`src/rtl/ls_moment_acc_if.sv`:
```
// Sample-in / results-out bundle for the least-squares moment accumulator.
// The slave modport is the accumulator; the master modport is whoever feeds and drains it.
interface ls_moment_acc_if #(
    parameter int XW   = 12,
    parameter int YW   = 12,
    parameter int DEG  = 2,
    parameter int ACCW = 56
);
    logic                         start;
    logic                         in_valid;
    logic                         in_ready;
    logic [XW-1:0]                x_in;
    logic [YW-1:0]                y_in;
    logic                         busy;
    logic                         out_valid;
    logic                         out_ready;
    logic [(2*DEG+1)*ACCW-1:0]    sx;
    logic [(DEG+1)*ACCW-1:0]      sxy;
    logic                         ovf;

    modport master (
        output start, in_valid, x_in, y_in, out_ready,
        input  in_ready, busy, out_valid, sx, sxy, ovf
    );

    modport slave (
        input  start, in_valid, x_in, y_in, out_ready,
        output in_ready, busy, out_valid, sx, sxy, ovf
    );
endinterface

```
`src/rtl/ls_moment_acc.sv`:
```
// Batch accumulator of power sums sum(x^k) and cross sums sum(y*x^k) for a degree-DEG
// polynomial least-squares fit, with a two-stage pipeline and a held result handshake.
module ls_moment_acc #(
    parameter int N    = 256,
    parameter int DEG  = 2,
    parameter int XW   = 12,
    parameter int YW   = 12,
    parameter int FRAC = 4,
    parameter int ACCW = 56
) (
    input  logic            clk,
    input  logic            rst,
    ls_moment_acc_if.slave  bus
);

    localparam int NSX  = 2 * DEG + 1;
    localparam int NSXY = DEG + 1;
    localparam int PW   = 2 * DEG * XW;     // exact width of x^(2*DEG)
    localparam int YPW  = YW + DEG * XW;    // exact width of y*x^DEG
    localparam int CW   = (N > 1) ? $clog2(N) : 1;
    localparam logic [CW-1:0] CNT_LAST = CW'(N - 1);

    // FRAC only documents where the binary points sit; nothing is rescaled here.
    if (FRAC > XW || FRAC > YW) begin : g_frac_wider_than_sample
    end

    typedef enum logic [1:0] {
        S_IDLE  = 2'd0,
        S_ACC   = 2'd1,
        S_DRAIN = 2'd2,
        S_DONE  = 2'd3
    } state_t;

    state_t          r_state;
    state_t          w_state_next;
    logic            w_in_ready;
    logic            w_busy;
    logic            w_out_valid;
    logic            w_clear;
    logic            w_accept;

    logic [CW-1:0]   r_cnt;
    logic [XW-1:0]   r_x;
    logic [YW-1:0]   r_y;
    logic            r_s1_valid;
    logic            r_ovf;

    logic [PW-1:0]   w_pow  [0:NSX-1];
    logic [YPW-1:0]  w_ypow [0:NSXY-1];
    logic [NSX-1:0]  w_flag_sx;
    logic [NSXY-1:0] w_flag_sxy;

    always_ff @(posedge clk or posedge rst) begin
        if (rst) begin
            r_state <= S_IDLE;
        end else begin
            r_state <= w_state_next;
        end
    end

    always_comb begin
        w_state_next = r_state;
        w_in_ready   = 1'b0;
        w_busy       = 1'b0;
        w_out_valid  = 1'b0;
        w_clear      = 1'b0;
        case (r_state)
            S_IDLE: begin
                if (bus.start) begin
                    w_clear      = 1'b1;
                    w_state_next = S_ACC;
                end
            end
            S_ACC: begin
                w_in_ready = 1'b1;
                w_busy     = 1'b1;
                if (bus.in_valid && r_cnt == CNT_LAST) begin
                    w_state_next = S_DRAIN;
                end
            end
            S_DRAIN: begin
                // Stay until the final stage-1 sample has reached the accumulators.
                w_busy = 1'b1;
                if (!r_s1_valid) begin
                    w_state_next = S_DONE;
                end
            end
            S_DONE: begin
                w_out_valid = 1'b1;
                if (bus.out_ready) begin
                    if (bus.start) begin
                        w_clear      = 1'b1;
                        w_state_next = S_ACC;
                    end else begin
                        w_state_next = S_IDLE;
                    end
                end
            end
            default: w_state_next = S_IDLE;
        endcase
    end

    assign w_accept      = bus.in_valid & w_in_ready;
    assign bus.in_ready  = w_in_ready;
    assign bus.busy      = w_busy;
    assign bus.out_valid = w_out_valid;
    assign bus.ovf       = r_ovf;

    always_ff @(posedge clk or posedge rst) begin
        if (rst) begin
            r_cnt      <= '0;
            r_x        <= '0;
            r_y        <= '0;
            r_s1_valid <= 1'b0;
            r_ovf      <= 1'b0;
        end else begin
            r_s1_valid <= w_accept;
            if (w_accept) begin
                r_x <= bus.x_in;
                r_y <= bus.y_in;
            end
            if (w_clear) begin
                r_cnt <= '0;
            end else if (w_accept) begin
                r_cnt <= (r_cnt == CNT_LAST) ? '0 : r_cnt + CW'(1);
            end
            if (w_clear) begin
                r_ovf <= 1'b0;
            end else if (r_s1_valid && (|w_flag_sx || |w_flag_sxy)) begin
                r_ovf <= 1'b1;
            end
        end
    end

    assign w_pow[0] = PW'(1);
    for (genvar gi = 1; gi < NSX; gi++) begin : g_pow
        assign w_pow[gi] = w_pow[gi-1] * PW'(r_x);
    end

    for (genvar gi = 0; gi < NSXY; gi++) begin : g_ypow
        assign w_ypow[gi] = YPW'(r_y) * YPW'(w_pow[gi]);
    end

    for (genvar gi = 0; gi < NSX; gi++) begin : g_sx
        logic [ACCW-1:0] w_term;
        logic            w_trunc;
        logic [ACCW:0]   w_sum;
        logic [ACCW-1:0] r_acc;

        if (PW > ACCW) begin : g_cut
            assign w_term  = w_pow[gi][ACCW-1:0];
            assign w_trunc = |w_pow[gi][PW-1:ACCW];
        end else begin : g_fit
            assign w_term  = ACCW'(w_pow[gi]);
            assign w_trunc = 1'b0;
        end

        assign w_sum         = {1'b0, r_acc} + {1'b0, w_term};
        assign w_flag_sx[gi] = w_trunc | w_sum[ACCW];

        always_ff @(posedge clk or posedge rst) begin
            if (rst) begin
                r_acc <= '0;
            end else if (w_clear) begin
                r_acc <= '0;
            end else if (r_s1_valid) begin
                r_acc <= w_sum[ACCW-1:0];
            end
        end

        assign bus.sx[gi*ACCW +: ACCW] = r_acc;
    end

    for (genvar gi = 0; gi < NSXY; gi++) begin : g_sxy
        logic [ACCW-1:0] w_term;
        logic            w_trunc;
        logic [ACCW:0]   w_sum;
        logic [ACCW-1:0] r_acc;

        if (YPW > ACCW) begin : g_cut
            assign w_term  = w_ypow[gi][ACCW-1:0];
            assign w_trunc = |w_ypow[gi][YPW-1:ACCW];
        end else begin : g_fit
            assign w_term  = ACCW'(w_ypow[gi]);
            assign w_trunc = 1'b0;
        end

        assign w_sum          = {1'b0, r_acc} + {1'b0, w_term};
        assign w_flag_sxy[gi] = w_trunc | w_sum[ACCW];

        always_ff @(posedge clk or posedge rst) begin
            if (rst) begin
                r_acc <= '0;
            end else if (w_clear) begin
                r_acc <= '0;
            end else if (r_s1_valid) begin
                r_acc <= w_sum[ACCW-1:0];
            end
        end

        assign bus.sxy[gi*ACCW +: ACCW] = r_acc;
    end

endmodule

```
`src/flat_wrapper.sv`:
```
// flat-port wrapper written by rule: the top's interface ports become plain ports
module ls_moment_acc_flat 
#(
    parameter int N    = 256,
    parameter int DEG  = 2,
    parameter int XW   = 12,
    parameter int YW   = 12,
    parameter int FRAC = 4,
    parameter int ACCW = 56
)
  (clk, rst, bus_start, bus_in_valid, bus_x_in, bus_y_in, bus_out_ready, bus_in_ready, bus_busy, bus_out_valid, bus_sx, bus_sxy, bus_ovf);
  ls_moment_acc_if #(.XW(XW), .YW(YW), .DEG(DEG), .ACCW(ACCW)) bus_i ();
  input  logic clk;
  input  logic rst;
  input wire logic [$bits(bus_i.start)-1:0] bus_start;
  input wire logic [$bits(bus_i.in_valid)-1:0] bus_in_valid;
  input wire logic [$bits(bus_i.x_in)-1:0] bus_x_in;
  input wire logic [$bits(bus_i.y_in)-1:0] bus_y_in;
  input wire logic [$bits(bus_i.out_ready)-1:0] bus_out_ready;
  output wire logic [$bits(bus_i.in_ready)-1:0] bus_in_ready;
  output wire logic [$bits(bus_i.busy)-1:0] bus_busy;
  output wire logic [$bits(bus_i.out_valid)-1:0] bus_out_valid;
  output wire logic [$bits(bus_i.sx)-1:0] bus_sx;
  output wire logic [$bits(bus_i.sxy)-1:0] bus_sxy;
  output wire logic [$bits(bus_i.ovf)-1:0] bus_ovf;
  assign bus_i.start = bus_start;
  assign bus_i.in_valid = bus_in_valid;
  assign bus_i.x_in = bus_x_in;
  assign bus_i.y_in = bus_y_in;
  assign bus_i.out_ready = bus_out_ready;
  assign bus_in_ready = bus_i.in_ready;
  assign bus_busy = bus_i.busy;
  assign bus_out_valid = bus_i.out_valid;
  assign bus_sx = bus_i.sx;
  assign bus_sxy = bus_i.sxy;
  assign bus_ovf = bus_i.ovf;
  ls_moment_acc #(.N(N), .DEG(DEG), .XW(XW), .YW(YW), .FRAC(FRAC), .ACCW(ACCW)) u_core (.clk(clk), .rst(rst), .bus(bus_i));
endmodule
```
`config.mk`:
```
export PLATFORM = sky130hd
export DESIGN_NAME = ls_moment_acc_flat
export DESIGN_NICKNAME = d
export VERILOG_FILES = /design/src/rtl/ls_moment_acc_if.sv /design/src/rtl/ls_moment_acc.sv /design/src/flat_wrapper.sv
export SDC_FILE = /design/constraint.sdc
export NUM_CORES = 2
export LEC_CHECK = 0
export CORE_MARGIN = 1
export CORE_UTILIZATION = 45
export CTS_BUF_LIST = sky130_fd_sc_hd__clkbuf_2
export DETAILED_ROUTE_END_ITERATION = 16
export PLACE_DENSITY = 0.73
export SKIP_LAST_GASP = 1
export SLEW_MARGIN = 10
export SYNTH_ARGS = -nofsm -noshare
export SYNTH_HDL_FRONTEND = slang
export SYNTH_SLANG_ARGS = --single-unit
export TNS_END_PERCENT = 5
```
`constraint.sdc`:
```
create_clock -name clk -period 34.3 [get_ports clk]
set_clock_uncertainty 0.05 [all_clocks]
set_input_delay 10.29 -clock clk [delete_from_list [all_inputs] [get_ports clk]]
set_output_delay 10.29 -clock clk [all_outputs]
set_load 0.01 [all_outputs]
```
## Word level (Yosys, flattened, before mapping)

Index checks and enable logic that the tools add are counted.

| word-level totals | value |
|---|---|
| bits in registers | 484 |
| output and inout bits | 452 |
| logic and storage cells | 81 |

| operators by class | value |
|---|---|
| $add $sub $neg | 9 |
| multipliers | 5 |
| equal/unequal tests | 8 |
| mux-type cells | 33 |
| bitwise gates (word level) | 1 |
| reductions and logical operators | 11 |

Operators with widths:

| cell | number |
|---|---|
| 56-bit 2-to-1 mux | 16 |
| 56-bit by 48-bit adder with 57-bit output | 3 |
| 56-bit by 12-bit adder with 57-bit output | 2 |
| 56-bit by 36-bit adder with 57-bit output | 2 |
| 48-bit by 12-bit multiplier with 48-bit output | 2 |
| 56-bit by 1-bit adder with 57-bit output (second input constant) | 1 |
| 12-bit by 12-bit multiplier with 24-bit output | 2 |
| 12-bit by 36-bit multiplier with 36-bit output | 1 |
| 8-bit 2-to-1 mux | 3 |
| 8-bit by 1-bit adder with 8-bit output (second input constant) | 1 |
| 8-bit equality test (second input constant) | 1 |
| 1-bit 2-to-1 mux | 8 |
| 2-bit 2-to-1 mux | 4 |
| 2-bit case mux with 4 select lines | 1 |
| 2-bit != test (second input constant) | 3 |
| 2-bit nonzero test | 3 |
| 5-bit OR reduction | 1 |
| 2-bit equality test (second input constant) | 2 |
| 4-bit AND reduction | 1 |
| 3-bit OR reduction | 1 |
| 2-bit by 1-bit equality test with 1-bit output (second input constant) | 1 |
| 1-bit logical AND | 2 |
| 2-bit logical NOT | 1 |
| 2-bit by 1-bit != test with 1-bit output (second input constant) | 1 |
| 4 further kinds | 4 |

## Depth between registers and ports, before layout

| depth | value |
|---|---|
| depth in word-level cells | 9 |
| mapped depth | 76 |

## Worst setup path before layout

Ideal clock, no wire load.

| timing path | value |
|---|---|
| path kind | register to register |
| from | reg u_core.r_x[9] |
| to | reg u_core.g_sx[4].r_acc[50] |
| arrival | 16.736 ns |
| setup slack | 17.382 ns |
| stages on the path, launching flop included | 73 |
| path buffers | 6 |
| path through | dfrtp_1 > clkbuf_1 > clkbuf_1 > clkbuf_1 > nand2_1 > fa_1 > inv_1 > fa_1 > inv_1 > fa_1 > inv_1 > fa_1 > inv_1 > fa_1 > inv_1 > ha_1 > and2_1 > a22o_1 > (+37 left out) > o21ai_0 > a21o_1 > a21o_1 > a21o_1 > a21oi_1 > nor3b_1 > o211ai_1 > nand2_1 > xnor2_1 > ha_1 > a21o_1 > a21o_1 > a221oi_1 > inv_1 > o21ai_0 > nor2_1 > xnor2_1 > nor2_1 |

| on the way | value |
|---|---|
| longest elaborated chain between the ends | 6 |

RTL lines:

| what | RTL line | RTL |
|---|---|---|
| start, declared | ls_moment_acc.sv:43 | `logic [XW-1:0] r_x;` |
| start signal, assigned | ls_moment_acc.sv:119 | `r_x <= bus.x_in;` |
| 12-bit by 12-bit multiplier with 24-bit output | ls_moment_acc.sv:137 | `assign w_pow[gi] = w_pow[gi-1] * PW'(r_x);` |
| 48-bit by 12-bit multiplier with 48-bit output | ls_moment_acc.sv:137 |  |
| 48-bit by 12-bit multiplier with 48-bit output (*) | ls_moment_acc.sv:137 |  |
| 56-bit by 48-bit adder with 57-bit output (*) | ls_moment_acc.sv:158 | `assign w_sum = {1'b0, r_acc} + {1'b0, w_term};` |
| 56-bit 2-to-1 mux (*) | ls_moment_acc.sv:166 | `end else if (r_s1_valid) begin` |
| 56-bit 2-to-1 mux (*) | ls_moment_acc.sv:164 | `end else if (w_clear) begin` |
| end signal, assigned | ls_moment_acc.sv:167 | `r_acc <= w_sum[ACCW-1:0];` |
| end, declared | ls_moment_acc.sv:148 | `logic [ACCW-1:0] r_acc;` |

Mark *: on every way between the ends. The rest lies on a longest branch, timed or not. The select of a mux whose other input is x is not followed.
A chain may end at the register's enable or synchronous reset.

## Final worst setup path

| timing path | value |
|---|---|
| from | reg u_core.r_x[3] |
| to | reg u_core.g_sx[4].r_acc[55] |

The elaborated chain is that of the path after synthesis.

==> reports/metrics.yaml <==
clock_network:
  postCtsSetupBuffers: 0
  h-tree-depth: 4
  clkTransAtPathRegs_ns: 0.11
  root_buffer: "clkbuf_2"
  cts_sinks: 484
  cts_resized: 0
  cts_tree: "done"
  cts_hold_buf: 0
  insertion_delay_ns: 1.65
  cts_buffers: 142
  cts_buffer_depth: 3
grt:
  grt_usage_pct: 28.1
  grt_max_degree: 185
  grt_pass1_vias: 60591
  grt_pass1_wl_um: 343000
  grt-ovfl-total: 0
  antenna_found_initial: 9
drt:
  routed_wl_um: 216000
  wl_per_cell_um: 20.6
  drt_pass1_iterations: 6
  vias: 58110
  ant_nets: 0
  via_per_inst: 5.54
  drtIter0Drc: 4466
  drc: 0
logic_synthesis:
  ys.flop_type: "dfrtp_1"
  yosysMostFrequentCell: "inv_1"
  synth-edff-count: 0
  synth_seq_cells: 484
  synth_area_mm2: 0.0692
  ys_top_cells_by_count: "1188 x inv_1, 1171 x nand2_1, 961 x fa_1"
  async_flop_share_pct: 100
  ys_warn_count: 0
  yosys.area.top_type: "fa_1"
  netlist.area_leader.share_pct: 27.8
  avgSynthCellArea_um2: 8.68
  synth_area_leaders: "fa_1 28%, dfrtp_1 18%, ha_1 10%"
  ys_seq_area_share_pct: 17.5
  synthCells: 7972
  synth_cell_type_count: 90
outcome:
  status: "finished, final reports clean"
critical_path:
  rr_startpoint: "u_core.r_x[3]"
  r2r_end: "u_core.g_sx[4].r_acc[55]"
  arrival_ns: 21.58
  setup.worst_path.start_class: "flop"
  cpPeakStageDelay_ns: 0.81
  worst_path_most_repeated_cell: "fa_1"
  r2r_slack_ns: 14.06
  end_kind: "flop"
  cp_max_fo: 52
  r2r_cells: 65
  crit_slowest_cell: "dfrtp_2"
  crit_required_ns: 35.65
  crit_type: "reg2reg"
finish:
  fin_area_mm2: 0.0776
  stdcell_count: 10486
  nFillCells: 14016
  drive_gt1_share_pct: 5.11
  area_delta_synth_final_pct: 12.2
  fin_nets: 9897
min_path:
  whs_path_depth: 1
  min_to: "u_core.r_cnt[7]"
  hp-class: "reg2reg"
  min_from: "u_core.r_cnt[7]"
sta:
  max_clock_freq_ghz: 0.0494
  finalCritPeriodShare_pct: 59.0
  setup_viol: 0
  hold_violations: 0
  tns_ns: 0
  rsz0062_at_grt: "false"
  layout_setup_ws_ns: 14.06
  tightest_slew_ns: 1.18
  fin_crit_ns: 20.24
  slew_headroom_pct: 21.1
  drv_slew: 0
place:
  place.gp.congestion: 0.978
  dp_hpwl_um: 164000
  port_buffers: 480
  post-place-cells: 10235
  pre_cts_ws_ns: 14.36
  dpl_cell_area_mm2: 0.0763
floorplan:
  ios: 481
  die_x_um: 394
  die_y_um: 394
  die_area_mm2: 0.155
  num_rows: 143
  floorplan.initialDensity_pct: 45.4
  core-area_mm2: 0.152
flow_run:
  drv_cap: 0
==> cells in the final DEF (no fill, tap or decap), types with 9 or more instances in the layout <==
cell	instances
a211oi_1	36
a21boi_0	13
a21o_1	163
a21oi_1	342
a31o_2	17
a31oi_1	45
a41o_1	10
and2_1	381
and3_1	91
and4_1	14
buf_4	108
clkbuf_2	193
clkdlybuf4s50_1	480
clkinv_1	34
dfrtp_1	471
dfrtp_2	10
fa_1	961
ha_1	558
inv_1	1187
mux2i_1	83
nand2_1	1170
nand2b_1	37
nand3_1	146
nand3b_1	9
nand4_1	65
nor2_1	547
nor2b_1	37
nor3_1	90
nor4_1	24
o211ai_1	22
o21a_1	37
o21ai_0	227
o21bai_1	66
o31ai_1	19
or2_2	15
or3_1	51
xnor2_1	289
xnor2_2	15
xor2_1	196
==> registers in the layout (all words and copies together), names as in the netlist <==
name	count
u_core.bus.ovf	1
u_core.g_sx.r_acc	280
u_core.g_sxy.r_acc	168
u_core.r_cnt	8
u_core.r_s1_valid	1
u_core.r_state	2
u_core.r_x	12
u_core.r_y	12
==> per-layer routing <==
metal  track usage, %  up-vias  wire [um]
met5                0        -         41
met3             7.28      436      20600
met2             44.3     2471      98600
met1             36.5    29035      87700
li1                 -    26162          -
met4             12.1        6       9390
==> layout make-up <==
cell class | count | area (um2) | area share, %
Inverter | 1190 | 4480 | 5.77
Clock buffer | 193 | 966 | 1.24
Multi-Input combinational cell | 5942 | 51500 | 66.3
Timing Repair Buffer | 589 | 5640 | 7.26
Clock inverter | 54 | 360 | 0.464
Sequential cell | 484 | 12100 | 15.6
Tap cell | 2030 | 2540 | 3.27
Antenna cell | 4 | 10.0 | 0.0129
==> cell families after synthesis <==
group / after synthesis / share of synthesized area (%)
muxes: 86 / 1.25
adders and majority gates: 1519 / 37.9
and+or+nand+nor: 2712 / 18.1
AOI/OAI and AO/OA: 1111 / 10.4
other: 2 / 0.0109
DFF: 484 / 17.5
xor gates and xnor gates: 510 / 6.46
buffers and inverters: 1548 / 8.42
==> critical path: cells and delay by family (launching register included) <==
kind | cells | cell delay (ns)
xor+xnor | 4 | 1.28
simple gates | 10 | 1.86
mux | 1 | 0.20
compound gates | 21 | 5.72
fa+ha+maj | 19 | 8.60
flops | 1 | 0.81
buf+inv | 10 | 1.49
==> worst max-delay path by stage <==
stage                                to  cells past startpoint  slack (ns)          start
2_1_floorplan            u_core.bus.ovf                      1       10.45            rst
3_3_place_gp   u_core.g_sx[4].r_acc[50]                     71       14.61  u_core.r_x[1]
4_1_cts        u_core.g_sx[4].r_acc[52]                     69       14.27  u_core.r_x[3]
6_report       u_core.g_sx[4].r_acc[55]                     65       14.06  u_core.r_x[3]
5_1_grt        u_core.g_sx[4].r_acc[50]                     70       13.05  u_core.r_x[3]
3_5_place_dp   u_core.g_sx[4].r_acc[52]                     68       14.36  u_core.r_x[3]
==> through the flow <==
stage | hold slack, ns | util, %
global placement | 0.438 | 50.1
detailed placement | 0.448 | 50.1
CTS | 0.464 | 51.0
global route | 0.495 | 51.0
finish | 0.469 | 51.0
floorplan | 0.413 | -
Power is left out: the tool's default activity adds up to more than one toggle a clock period on the data nets, which glitch-free logic cannot reach.
